File: src/rtl/seq_detector_param.sv
// seq_detector_param: serial pattern detector, MSB-first (clock, reset, x, en, overlap, load, pattern -> q match pulse, count saturating)
module seq_detector_param #(
  parameter int W = 4,
  parameter int CNT_W = 8,
  parameter logic [W-1:0] PAT_INIT = W'(4'b1011)
) (
  input  logic             clock,
  input  logic             reset,
  input  logic             x,
  input  logic             en,
  input  logic             overlap,
  input  logic             load,
  input  logic [W-1:0]     pattern,
  output logic             q,
  output logic [CNT_W-1:0] count
);
  localparam int FW = $clog2(W + 1);
  logic [W-1:0] pat_q, pat_d, hist_q, hist_d, shifted;
  logic [FW-1:0] fill_q, fill_d;
  logic [CNT_W-1:0] count_q, count_d;
  logic q_q, q_d, hit, clr;
  always_comb begin
    shifted = {hist_q[W-2:0], x};
    hit = en && !load && fill_q >= FW'(W - 1) && shifted == pat_q;
    clr = load || (hit && !overlap);
    pat_d = load ? pattern : pat_q;
    hist_d = clr ? '0 : en ? shifted : hist_q;
    fill_d = clr ? '0 : en && fill_q != FW'(W) ? fill_q + 1'b1 : fill_q;
    q_d = hit;
    count_d = hit && count_q != '1 ? count_q + 1'b1 : count_q;
  end
  always_ff @(posedge clock) begin
    if (reset) begin
      pat_q <= PAT_INIT;
      hist_q <= '0;
      fill_q <= '0;
      count_q <= '0;
      q_q <= 1'b0;
    end else begin
      pat_q <= pat_d;
      hist_q <= hist_d;
      fill_q <= fill_d;
      count_q <= count_d;
      q_q <= q_d;
    end
  end
  assign q = q_q;
  assign count = count_q;
endmodule

File: config.mk
export PLATFORM = sky130hd
export DESIGN_NAME = seq_detector_param
export DESIGN_NICKNAME = d
export VERILOG_FILES = /design/src/rtl/seq_detector_param.sv
export SDC_FILE = /design/constraint.sdc
export NUM_CORES = 1
export LEC_CHECK = 0
export CAP_MARGIN = 0
export CORE_MARGIN = 3
export CORE_UTILIZATION = 30
export CTS_BUF_LIST = sky130_fd_sc_hd__clkbuf_16
export DETAILED_ROUTE_END_ITERATION = 10
export GPL_ROUTABILITY_DRIVEN = 1
export HOLD_SLACK_MARGIN = 0.12
export PLACE_DENSITY = 0.51
export SLEW_MARGIN = 15
export SYNTH_ARGS = -nofsm -noshare
export SYNTH_HDL_FRONTEND = slang
export SYNTH_SLANG_ARGS = --single-unit
File: constraint.sdc
create_clock -name clock -period 2.35 [get_ports clock]
set_input_delay 0.3525 -clock clock [delete_from_list [all_inputs] [get_ports clock]]
set_output_delay 0.3525 -clock clock [all_outputs]
set_load 0.005 [all_outputs]
# After elaboration in Yosys (flattened, before gate mapping)
# Cells that the tools add are included.
# W data, S select, Z words.
# totals
ram_bits	0
latch_bits	0
memories	0
mem_bits_ro	0
register_bits	19
input_bits	10
# op_classes
n_addsub	2
bitwise	0
shifts	0
order_cmp	1
div	0
eq_ne	3
reduce_logical	10
multipliers	0
mux	0
# ops
operator	n
$add A8 B1 Y8 const B	1
$ne A8 B8 Y1 const B	1
$logic_and A1 B1 Y1	6
$eq A4 B4 Y1	1
$add A3 B1 Y3 const B	1
$ge A3 B2 Y1 const B	1
$ne A3 B3 Y1 const B	1
$logic_not A1 Y1	2
$reduce_or A2 Y1	1
$logic_or A1 B1 Y1	1

# Logic depth before layout (Yosys ltp)
# depth
depth_word	7
ltp_mapped	7
mapped_depth_nobuf	6

# Least setup slack after synthesis
# Ideal clock, no wire load.
# synth_timing
kind	register to register
startpoint	register count_q[0] (netlist: count[0])
endpoint	register count_q[5] (netlist: count[5])
setup_time_ps	123
stages_incl_launch_ff	7
slack_ps	474
t_arrival_ps	1752
synth_period_minus_slack_ps	1876
cell_sequence	dfxtp_1 -> ha_1 -> and3_1 -> a211o_1 -> buf_4 -> nor4_4 -> mux2_1
# synth_between
elab_chain_cells	2
# synth_rtl
element	line_no	source
start, declared	20	logic [CNT_W-1:0] count_q, count_d;
start signal, assigned	43	count_q <= count_d;
parallel branches: the longest is 2 deep, another holds $add A8 B1 Y8	-	
# Several ways; the timed one is not identified.
# A chain may end at the register's enable or synchronous reset.

# Final worst setup path
# layout_timing
startpoint	register fill_q[0]
endpoint	register count_q[7] (netlist: count[7])
# layout_between
elab_chain_cells	4
# layout_rtl
element	line_no	source
start, declared	19	logic [FW-1:0] fill_q, fill_d;
start signal, assigned	42	fill_q <= fill_d;
$ge A3 B2 Y1	24	hit = en && !load && fill_q >= FW'(W - 1) && shifted == pat_q;
$logic_and A1 B1 Y1 (2 in a row)	24	
$logic_and A1 B1 Y1	30	count_d = hit && count_q != '1 ? count_q + 1'b1 : count_q;
# Every way passes these cells.

==> results.ini <==
[routing]
vias = 791
post_drt_wl_per_cell_um = 11.6
drc_errors = 0
routed_wl_um = 1960
first_pass_iters = 4
viasPerCell = 4.68
final_antenna_net_count = 0
drt_iter0_drc = 23

[global_routing]
grt.total_usage = 0.102
grt_first_pass_wirelength_um = 3280
grt_pass1_vias = 725
grt_start_max_net_pins = 16
antenna_found_initial = 0
gr-total-overflow = 0

[sta]
slew_viol_final = 0
fin_crit_ns = 2.02
slew_headroom = 0.703
fmax_ghz = 0.494
setup_viol = 0
finalHoldViolCount = 0
rsz0062_at_grt = false
finClkSkew_ns = 0.00344
worst_slew_pin_slew_ns = 0.446
fin_setup_tns_ns = 0
fin_ws_ns = 0.326
timing.final.crit_share = 0.861
hold_slack_ns = 0.521

[setup_path]
worstPathCellList = ha_1 -> ha_1 -> a211oi_2 -> a211o_1 -> nor3_2 -> mux2_1
crit_path_max_fanout = 13
max_stage_delay_ns = 0.44
crit_path_frequent_cell = ha_1
crit_slowest_cell = a211o_1
worstPathRequired_ns = 2.49
critPathBufInv = 0
crit_family = compound AO/OA/AOI/OAI gates
crit_type = reg2reg
reg2reg_from = fill_q[0]
crit_start = fill_q[0]
arrival_ns = 2.16
critical_path.endpoint_type = flop
start_kind = flop

[logic_synthesis]
ys_types = 37
synth_edf_count = 0
seq_area_frac_synth = 0.377
synth_largest_area_cell = dfxtp_1
synth_area_leaders = dfxtp_1 (38%), ha_1 (5.0%), nor2b_1 (4.3%)
synth-xor-area-share = 0.0434
synth_common_cells = dfxtp_1 (19), nor2_1 (11), inv_1 (7), nor2b_1 (7), a21oi_1 (5)
synth_mux_area_frac = 0.0732
yosysMostFrequentCell = dfxtp_1
synth_seq_cells = 19
yosys.area.top_type_share = 0.377
syn_avg_cell_area_sq_um = 9.60
ys.flop_type = dfxtp_1
ys.warnings.count = 0
synth-simple-area-share = 0.248
syn_inst = 105
synth_top_family_by_area = simple AND/OR/NAND/NOR gates
async_flop_share = 0
netlist_area_sq_um = 1010
synth_compound_area_frac = 0.150
syn-num-nets = 119
synthAdderAreaFrac = 0.0496

[run]
maxCapViolCount = 0

[clock_network]
cts_tree = yes
cts_buffers = 3
postCtsHoldBufs = 0
postCtsSetupBuffers = 0
clock-sinks = 19
clock_tree.buffer_depth = 2
htree_levels = 1
clk_pin_slew_worst_paths_ns = 0.06
clk_latency_ns = 0.25
cts-resized-gates = 0
cts_root_buf = clkbuf_16

[finish]
drive_gt1_frac = 0.136
finalNetCount = 140
num_antenna_cells = 0
area_delta_synth_final_pct = 31.0
fillers = 324
finalInstanceArea_sq_um = 1320

[die]
rows = 20
fp.dieW_um = 64.0
die_h_um = 64.0
core_area_sq_um = 3130
dieArea_sq_um = 4090
start_util = 0.322
ios = 19

[outcome]
status = completed

[power]
p_total_uw = 743
ir_drop_mv = 0.313
power.density_nw_per_um2 = 562
power.leakage_nw = 0.480

[hold_path]
min-delay-start = pat_q[2]
hold_class = reg2reg

[place]
dp_worst_setup_slack_ns = 0.185
dp_hpwl_um = 1500
port_buffers = 18
globalplace.congestion = 0.760
dpl-instance-area_sq_um = 1240

-- cells in the final DEF (no fill, tap or decap), types with 4 or more instances in the layout --
cell / synthesis / routed
nor2b_1: 7 / 7
a21oi_1: 5 / 5
a211o_1: 4 / 4
buf_4: 1 / 4
nor2_1: 11 / 11
xnor2_1: 4 / 4
inv_1: 7 / 7
dfxtp_1: 19 / 19
mux2i_1: 4 / 4
ha_1: 4 / 4
clkdlybuf4s50_1: 0 / 18
-- area by class of cell --
cell class / count / area, sq um / area share
multi-input cells: 73 / 569 / 0.431
clock inverters: 1 / 5.00 / 0.00379
clock buffers: 3 / 75.1 / 0.0568
flip-flops and latches: 19 / 380 / 0.288
inverters: 7 / 26.3 / 0.0199
repair buffers: 22 / 210 / 0.159
well taps: 44 / 55.1 / 0.0417
-- routing by layer --
layer / up-vias / GRT usage / part of all wire
met4: 0 / 0.0566 / 0.0092
met2: 9 / 0.161 / 0.48
met1: 366 / 0.123 / 0.48
met3: 2 / 0.0299 / 0.033
met5: - / 0 / 0
li1: 414 / - / -
-- metrics by stage --
stage | util | instances
floorplan | - | 105
global placement | 0.397 | 165
detailed placement | 0.397 | 165
CTS | 0.422 | 169
global route | 0.422 | 169
finish | 0.422 | 169
-- worst min-delay path: stages, from the launching register on --
cell and delay (ns):
dfxtp_1 0.34, mux2i_1 0.07, nor2_1 0.08
-- cell families after synthesis --
family                   after synthesis
XOR/XNOR                               5
AO/OA/AOI/OAI                         20
adder cells (fa/ha/maj)                4
flip-flops                            19
buffers and inverters                 13
AND/OR/NAND/NOR                       37
multiplexers                           7
-- power breakdown --
part           internal (mW)  total (mW)  switching (mW)
clock network          0.228       0.347           0.119
logic                 0.0343      0.0620          0.0276
registers              0.329       0.334         0.00511
total                  0.591       0.743           0.152
-- state kept, by name (all words and copies together) (netlist names) --
name / flops
pat_q: 4
count: 8
hist_q: 3
q: 1
fill_q: 3
-- worst paths after layout --
path,endpoint,slack [ns],cells past startpoint
max reg2reg,count[7],0.33,6
min,pat_q[2],0.52,2
min reg2reg,pat_q[2],0.52,2
max,count[7],0.33,6
(Power assumes the default switching activity.)
